File: config.mk
export PLATFORM = sky130hd
export DESIGN_NAME = code_loader
export DESIGN_NICKNAME = d
export VERILOG_FILES = /design/src/rtl/code_loader.sv
export SDC_FILE = /design/constraint.sdc
export NUM_CORES = 1
export LEC_CHECK = 0
export CORE_MARGIN = 5
export CORE_UTILIZATION = 47
export CTS_CLUSTER_SIZE = 12
export DETAILED_ROUTE_END_ITERATION = 10
export GPL_ROUTABILITY_DRIVEN = 0
export GPL_TIMING_DRIVEN = 0
export PLACE_DENSITY = 0.84
export SYNTH_ARGS = -nofsm -noshare
export SYNTH_HDL_FRONTEND = slang
export SYNTH_SLANG_ARGS = --single-unit
File: constraint.sdc
create_clock -name clock -period 4.4 [get_ports clock]
set_input_delay 1.1 -clock clock [delete_from_list [all_inputs] [get_ports clock]]
set_output_delay 1.1 -clock clock [all_outputs]
set_load 0.1 [all_outputs]
File: src/rtl/code_loader.sv
// Purpose : shares the code memory control inputs between CPU instruction
//           fetch (IDLE passthrough) and a sequential user-program download
//           into addresses BASE_ADDR..LAST_ADDR.
// Latency : a word accepted at edge N is driven to memory during N..N+1.
//           Last acceptance at L gives FLUSH L..L+1, DONE L+1..L+2, IDLE from L+2.
// Backpressure: in_ready is high only in LOAD while capacity remains and no
//           abort is being taken; it is low in every other state.
//
// Ports:
//   clock, reset (async, active-low)
//   cpu_run_req, pc                      CPU side: run switch and fetch address
//   load_start, load_abort               download control
//   in_valid/in_data/in_last, in_ready   word stream handshake
//   mem_run, mem_c1, mem_write_select,
//   mem_inp, mem_read_select             code memory control inputs
//   cpu_stall, busy, done, full_err,
//   abort_err, words_loaded              status
module code_loader #(
    parameter int BASE_ADDR = 32,
    parameter int LAST_ADDR = 63
) (
    input  logic        clock,
    input  logic        reset,
    input  logic        cpu_run_req,
    input  logic [5:0]  pc,
    input  logic        load_start,
    input  logic        load_abort,
    input  logic        in_valid,
    input  logic [15:0] in_data,
    input  logic        in_last,
    output logic        in_ready,
    output logic        mem_run,
    output logic        mem_c1,
    output logic [5:0]  mem_write_select,
    output logic [15:0] mem_inp,
    output logic [5:0]  mem_read_select,
    output logic        cpu_stall,
    output logic        busy,
    output logic        done,
    output logic        full_err,
    output logic        abort_err,
    output logic [5:0]  words_loaded
);

    localparam int          CAP       = LAST_ADDR - BASE_ADDR + 1;
    localparam logic [5:0]  CAP_W     = 6'(CAP);
    localparam logic [5:0]  BASE_W    = 6'(BASE_ADDR);
    localparam logic [5:0]  LAST_SLOT = 6'(CAP - 1);

    typedef enum logic [1:0] {
        ST_IDLE,
        ST_LOAD,
        ST_FLUSH,
        ST_DONE
    } state_t;

    state_t      state_q;
    logic [5:0]  held_pc_q;
    logic [5:0]  words_q;
    logic        c1_q;
    logic [5:0]  wsel_q;
    logic [15:0] inp_q;
    logic        stall_q;
    logic        busy_q;
    logic        done_q;
    logic        full_q;
    logic        abort_q;
    logic        accept;

    // An abort in the same cycle as a valid word wins: ready is withdrawn so
    // the source keeps its word and no write is issued.
    assign in_ready = (state_q == ST_LOAD) && (words_q < CAP_W) && !load_abort;
    assign accept   = in_valid && in_ready;

    // Fetch passthrough only in IDLE; otherwise run stays high so the memory
    // honours c1, and the read port is parked on the PC captured at start.
    assign mem_run         = (state_q == ST_IDLE) ? cpu_run_req : 1'b1;
    assign mem_read_select = (state_q == ST_IDLE) ? pc : held_pc_q;

    assign mem_c1           = c1_q;
    assign mem_write_select = wsel_q;
    assign mem_inp          = inp_q;
    assign cpu_stall        = stall_q;
    assign busy             = busy_q;
    assign done             = done_q;
    assign full_err         = full_q;
    assign abort_err        = abort_q;
    assign words_loaded     = words_q;

    always_ff @(posedge clock or negedge reset) begin
        if (!reset) begin
            state_q   <= ST_IDLE;
            held_pc_q <= '0;
            words_q   <= '0;
            c1_q      <= 1'b0;
            wsel_q    <= '0;
            inp_q     <= '0;
            stall_q   <= 1'b0;
            busy_q    <= 1'b0;
            done_q    <= 1'b0;
            full_q    <= 1'b0;
            abort_q   <= 1'b0;
        end else begin
            // Write strobe and done are single-cycle pulses by default.
            c1_q   <= 1'b0;
            done_q <= 1'b0;
            case (state_q)
                ST_IDLE: begin
                    if (load_start) begin
                        state_q   <= ST_LOAD;
                        held_pc_q <= pc;
                        words_q   <= '0;
                        full_q    <= 1'b0;
                        abort_q   <= 1'b0;
                        stall_q   <= 1'b1;
                        busy_q    <= 1'b1;
                    end
                end
                ST_LOAD: begin
                    if (load_abort) begin
                        abort_q <= 1'b1;
                        state_q <= ST_FLUSH;
                    end else if (accept) begin
                        c1_q    <= 1'b1;
                        wsel_q  <= BASE_W + words_q;
                        inp_q   <= in_data;
                        words_q <= words_q + 6'd1;
                        if (in_last) begin
                            state_q <= ST_FLUSH;
                        end else if (words_q == LAST_SLOT) begin
                            // Region filled without an end marker.
                            full_q  <= 1'b1;
                            state_q <= ST_FLUSH;
                        end
                    end
                end
                ST_FLUSH: begin
                    // The final registered write lands during this cycle.
                    state_q <= ST_DONE;
                    done_q  <= !full_q && !abort_q;
                end
                ST_DONE: begin
                    state_q <= ST_IDLE;
                    stall_q <= 1'b0;
                    busy_q  <= 1'b0;
                end
                default: begin
                    state_q <= ST_IDLE;
                end
            endcase
        end
    end

endmodule

Yosys cells after proc, flatten, opt, wreduce, memory -nomap -nowiden
Cells that the tools add are included.
Storage, ports and cells
  register bits after elaboration: 41
  output and inout port bits: 42
  word-level logic and storage cells: 69
Cells by class
  multiplexer cells: 26
  bitwise operators: 1
  $add $sub $neg: 2
  equality and inequality tests: 12
  magnitude comparators: 1
  reductions and logical operators: 17
Operator list (number)
  $mux 6: 4
  $mux 1: 12
  $pmux 6 s2: 1
  $mux 2: 5
  $ne 2x2->1 const B: 5
  $reduce_and 3->1: 3
  $pmux 2 s4: 1
  $add 6x1->6 const B: 1
  $add 6x6->6 const A: 1
  $eq 6x5->1 const B: 1
  $lt 6x6->1 const B: 1
  $pmux 1 s2: 3
  $reduce_and 6->1: 1
  $eq 2x2->1 const B: 2
  $logic_and 1x1->1: 4
  $ne 4x3->1 const B: 1
  $reduce_and 2->1: 2
  $reduce_and 4->1: 1
  $reduce_bool 2->1: 2
  $logic_not 1->1: 3
  $ne 3x3->1 const B: 1
  $eq 2x1->1 const B: 1
  $logic_not 2->1: 1
  $ne 2x1->1 const B: 1
  $not 1->1: 1

Longest topological paths before layout
Gate-level depths: netlist (run 1).
  depth in word-level cells: 7
  gate-level depth with buffers: 7

Worst setup path after synthesis (run 1)
Ideal clock, no wire load.
  path kind: in2out
  start: input port load_abort
  end: output port in_ready
  setup slack: 793 ps
  arrival time: 2507 ps
  cell stages on the path: 2
  cells stage by stage: nand2b_1 -> nor2_1
Between the ends
  word-level cells in the longest chain between the ends: 2
Ends and longest elaborated chain
  start: declaration: RTL line 27  | input logic load_abort,
  $logic_not 1->1: RTL line 72  | assign in_ready = (state_q == ST_LOAD) && (words_q < CAP_W) && !load_abort;
  $logic_and 1x1->1: RTL line 72
  end: declaration: RTL line 31  | output logic in_ready,
Every way passes these cells.

Final worst setup path (run 1)
Ends and elaborated chain as after synthesis.

==> impl_metrics.tcl, run 1 <==
set metrics [dict create \
    outcome "finished clean" \
    ios 71 \
    fin_skew_ns 0.002806 \
    hold_path_class "flop to flop" \
    final_cell_count_no_fill 277 \
    wl_per_cell_um 14.60 \
    layout.nets 261 \
    ant_nets 0 \
    fmax_mhz 241.4 \
    synth_edf_count 0 \
    final-hold-violation-count 0 \
    maxCapViolations 0 \
    synth.ff_latch_count 41 \
    worst-path-max-fanout 3 \
    post_cts_buffers 0 \
    cts_root_buffer "clkbuf_8" \
    cts_hold_buf 0 \
    mappedNetlistArea_mm2 0.001894 \
    clkSinkCount 41 \
    cts_tree "built" \
    grt_start_max_net_pins 42 \
    critPathArrivalTime_ns 3.04 \
    synthToLayoutAreaGrowth_pct 47.23 \
    cts_resized 0 \
    post-route-period-util 0.9417 \
    overflow 0 \
    setup_viol 0 \
    slew_headroom 0.3401 \
    synth_top_area_share 0.5416 \
    critPathTopFamily "buffers and inverters" \
    nFillCells 289 \
    endpoint_kind "output pin" \
    cpMostUsedCell "clkdlybuf4s50_1" \
    synth_common_cells "dfrtp_1 (41), mux2_2 (35), nor2_1 (8), o21ai_0 (7)" \
    syn_inst 148 \
    grt_usage 0.1563 \
    initial_core_util 0.4805 \
    yosys.area.top_type "dfrtp_1" \
    diodes 0 \
    fin_util 0.7074 \
    place.port_buffers 70 \
    cp.required_ns 3.30 \
    syn_avg_cell_area_um2 12.80 \
    critical-path-max-stage-delay_ns 1.14 \
    antenna_found_initial 0 \
    totalWireLength_um 4044 \
    grt_pass1_vias 1432 \
    path_buf_inv 2 \
    syn-num-nets 183 \
    cts_buffers 5 \
    setup_tns_ns 0 \
    vias 1422 \
    first_pass_iters 4 \
    cp-start-kind "input pin" \
    tightest_slew_ns 0.9867 \
    drt_iter0_drc 34 \
    die-area_mm2 0.005400 \
    clk_pin_slew_worst_paths_ns 0.07 \
    die_h_um 73.49 \
    die_width_um 73.49 \
    ys_types 31 \
    core_region_area_mm2 0.003943 \
    grt_setup_unrepaired "no" \
    ctsHtreeMaxLevel 2 \
    async_flop_share 1.000 \
    yosysWarnings 0 \
    synth-seq-area-share 0.5416 \
    rows 23 \
    drive_gt1_frac 0.2379 \
    grt_pass1_wl_um 6534 \
    hpwl_um 3036 \
    min_period_ns 4.143 \
    ys.flop_type "dfrtp_1" \
    worst_skew_pair.late_latency_ns 0.28 \
    yosysMostFrequentCell "dfrtp_1" \
    synth_area_leaders "dfrtp_1 (54%), mux2_2 (21%), ha_1 (4.0%)" \
    path_class "input pin to output pin" \
    crit_slowest_cell "clkdlybuf4s50_1" \
    viasPerCell 5.134 \
    drc 0 \
    placed_cells 269 \
    worstPathCellList "clkdlybuf4s50_1 -> nand2b_1 -> nor2_1 -> clkdlybuf4s50_1" \
    drv_slew 0 \
    cts.path.max_buffers 2 \
]
## worst reg2reg max path, delay by kind of cell, from the launching register on
family | cells | cell delay, ns
DFF | 1 | 0.48
muxes | 1 | 0.37
and+or+nand+nor | 1 | 0.36
adders and majority gates | 1 | 0.27
AOI/OAI and AO/OA | 1 | 0.26
## routing by layer
metal | track usage | wire [um] | vias up
li1 | - | - | 674
met1 | 0.1901 | 1683 | 683
met2 | 0.2648 | 1915 | 61
met3 | 0.06019 | 424 | 4
met4 | 0.03018 | 21 | 0
met5 | 0 | 0 | -
## logic make-up after synthesis
| kind of cell | Yosys count | share of synthesized area |
|---|---|---|
| mux | 37 | 0.2186 |
| compound gates | 15 | 0.04558 |
| flops | 41 | 0.5416 |
| fa+ha+maj | 6 | 0.03963 |
| simple gates | 39 | 0.1229 |
| buf+inv | 10 | 0.03169 |
## registers in the layout (all words and copies together) (netlist names), 2 cells and up
name / count
mem_write_select: 6
words_loaded: 6
held_pc_q: 6
state_q: 2
mem_inp: 16
## area by class of cell
cell class,count,area [um2],share of cell area
plain buffers,6,45.04,0.01615
repair buffers,71,715.7,0.2566
well taps,50,62.56,0.02243
inverters,4,15.01,0.005384
clock buffers,7,86.33,0.03096
flip-flops and latches,41,1026,0.3679
clock inverters,1,30.03,0.01077
multi-input cells,97,808.3,0.2898
## placed cells by master (no fill, tap or decap), types with 3 or more instances in the layout
| cell | netlist | layout |
|---|---|---|
| clkdlybuf4s50_1 | 0 | 69 |
| dfrtp_1 | 41 | 41 |
| mux2_2 | 35 | 35 |
| nor2_1 | 8 | 8 |
| o21ai_0 | 7 | 7 |
| nand2_1 | 6 | 6 |
| nand3_1 | 6 | 6 |
| ha_1 | 6 | 6 |
| clkbuf_8 | 0 | 6 |
| inv_1 | 4 | 4 |
| a21oi_1 | 4 | 4 |
| nand2b_1 | 3 | 3 |
| nand4_1 | 3 | 3 |
## metrics by stage
| stage | hold WS [ns] | instance area (um2) | setup slack (ns) |
|---|---|---|---|
| finish | 0.4758 | 2789 | 0.2567 |
| global route | 0.5029 | 2789 | 0.2185 |
| CTS | 0.4787 | 2789 | 0.2622 |
| detailed placement | 0.4597 | 2673 | 0.2705 |
| global placement | 0.4522 | 2658 | 0.2918 |
| floorplan | 0.4754 | 1894 | 0.7934 |
## final timing paths
| check | start | endpoint | slack, ns | cells past startpoint |
|---|---|---|---|---|
| max | load_abort | in_ready | 0.26 | 4 |
| min reg2reg | mem_write_select[5] | mem_write_select[5] | 0.48 | 1 |
| max in group asynchronous | reset | held_pc_q[2] | 3.43 | 2 |
| min | mem_write_select[5] | mem_write_select[5] | 0.48 | 1 |
| min in group asynchronous | reset | mem_inp[1] | 0.77 | 2 |
| max reg2reg | words_loaded[0] | state_q[1] | 2.57 | 4 |
Power of run 1 is left out: the tool's default activity adds up to more than one toggle a clock period on the data nets, which glitch-free logic cannot reach.
==> run 2, diff against run 1 <==
ABC_CLOCK_PERIOD_IN_PS = 4400   (was default)
GPL_ROUTABILITY_DRIVEN = 1   (was 0)
==> results of run 2 <==
No change in the layout: final DEF, timing and power equal those of run 1.
Power of run 2 is left out for the same reason.
==> run 3, diff against run 2 <==
CELL_PAD_IN_SITES_DETAIL_PLACEMENT = 0   (was default)
CELL_PAD_IN_SITES_GLOBAL_PLACEMENT = 2   (was default)
CORE_UTILIZATION = 30   (was 47)
PLACE_DENSITY = 0.83   (was 0.84)
TNS_END_PERCENT = 100   (was default)
==> impl_metrics.tcl, run 3 (synthesis results as in run 1) <==
set metrics [dict create \
    cts_tree "built" \
    final_common_cell "clkdlybuf4s50_1" \
    rows 29 \
    min_period_ns 4.095 \
    gp_congestion 0.6941 \
    setup_viol 0 \
    fmax_mhz 244.2 \
    critPathCapture "in_ready" \
    rr_worst_depth 5 \
    clk_pin_slew_worst_paths_ns 0.07 \
    grt_pass1_vias 1451 \
    place.port_buffers 70 \
    cts_hold_buf 0 \
    ctsHtreeMaxLevel 2 \
    ios 71 \
    totalWireLength_um 4304 \
    tightest_slew_ns 0.9894 \
    cts_resized 0 \
    initial_core_util 0.3035 \
    cts.path.max_buffers 2 \
    fin_ws_ns 0.3046 \
    path_class "input pin to output pin" \
    hold_path_class "flop to flop" \
    die-area_mm2 0.008004 \
    drive_gt1_frac 0.2291 \
    hpwl_um 3283 \
    antenna_found_initial 0 \
    post-route-period-util 0.9308 \
    vias 1397 \
    maxCapViolations 0 \
    wl_per_cell_um 14.16 \
    worstReg2RegEnd "mem_write_select[2]" \
    viasPerCell 4.595 \
    setup.worst_path.start "load_abort" \
    worst-path-max-fanout 3 \
    slew_headroom 0.3384 \
    reg2reg_from "words_loaded[5]" \
    clkSinkCount 41 \
    ant_nets 0 \
    whs_ns 0.4712 \
    place_area_mm2 0.002714 \
    core_region_area_mm2 0.006241 \
    grt_usage 0.1164 \
    critPathArrivalTime_ns 3.00 \
    cp-start-kind "input pin" \
    layout_common_cells "clkdlybuf4s50_1 (69), dfrtp_1 (41), mux2_2 (35), nor2_1 (8), o21ai_0 (7)" \
    largest_reg_flops 16 \
    cp.required_ns 3.30 \
    cts_buffers 5 \
    die_h_um 89.47 \
    first_pass_iters 4 \
    pre_cts_slack_ns 0.2940 \
    drt_iter0_drc 29 \
    cts_root_buffer "clkbuf_8" \
    endpoint_kind "output pin" \
    diodes 0 \
    overflow 0 \
    setup_tns_ns 0 \
    grt_start_max_net_pins 22 \
    synthToLayoutAreaGrowth_pct 47.49 \
    fin_skew_ns 0.005892 \
    drv_slew 0 \
    worst_skew_pair.late_latency_ns 0.29 \
    stdcell_area_mm2 0.002794 \
    outcome "finished clean" \
    final-hold-violation-count 0 \
    post_cts_buffers 0 \
    drc 0 \
    grt_setup_unrepaired "no" \
    grt_pass1_wl_um 7155 \
    layout.nets 261 \
    die_width_um 89.47 \
    r2r_setup_slack_ns 2.55 \
]
## run 3: worst max-delay path: stages
cell	delay [ns]
clkdlybuf4s50_1	0.47
nand2b_1	0.20
nor2_1	0.09
clkdlybuf4s50_1	1.13
## run 3: worst min path at each step
stage	startpoint	endpoint	slack [ns]	cells past startpoint
2_1_floorplan	held_pc_q[0]	held_pc_q[0]	0.48	1
3_3_place_gp	mem_write_select[5]	mem_write_select[5]	0.46	1
3_5_place_dp	mem_write_select[5]	mem_write_select[5]	0.45	1
4_1_cts	mem_write_select[5]	mem_write_select[5]	0.47	1
5_1_grt	mem_inp[9]	mem_inp[9]	0.52	1
6_report	mem_write_select[5]	mem_write_select[5]	0.47	1
## run 3: metrics by stage
stage | utilization | instances
4_1_cts | 0.4477 | 304
6_report | 0.4477 | 304
3_3_place_gp | 0.4312 | 295
3_5_place_dp | 0.4348 | 296
2_1_floorplan | - | 148
5_1_grt | 0.4477 | 304
## run 3: area by class of cell
type	count	area [um2]
Fill cell	581	3447
Multi-Input combinational cell	97	808.3
Sequential cell	41	1026
Clock buffer	8	80.08
Inverter	4	15.01
Buffer	6	45.04
Timing Repair Buffer	71	723.2
Tap cell	77	96.34
## run 3: layer usage
layer / vias up / wire [um] / share of wire / track usage
met1: 671 / 1889 / 0.44 / 0.1484
met2: 43 / 2060 / 0.48 / 0.1882
met3: 6 / 301 / 0.070 / 0.03687
met5: - / 0 / 0 / 0
met4: 0 / 53 / 0.012 / 0.03654
li1: 677 / - / - / -
Power of run 3 is left out for the same reason.
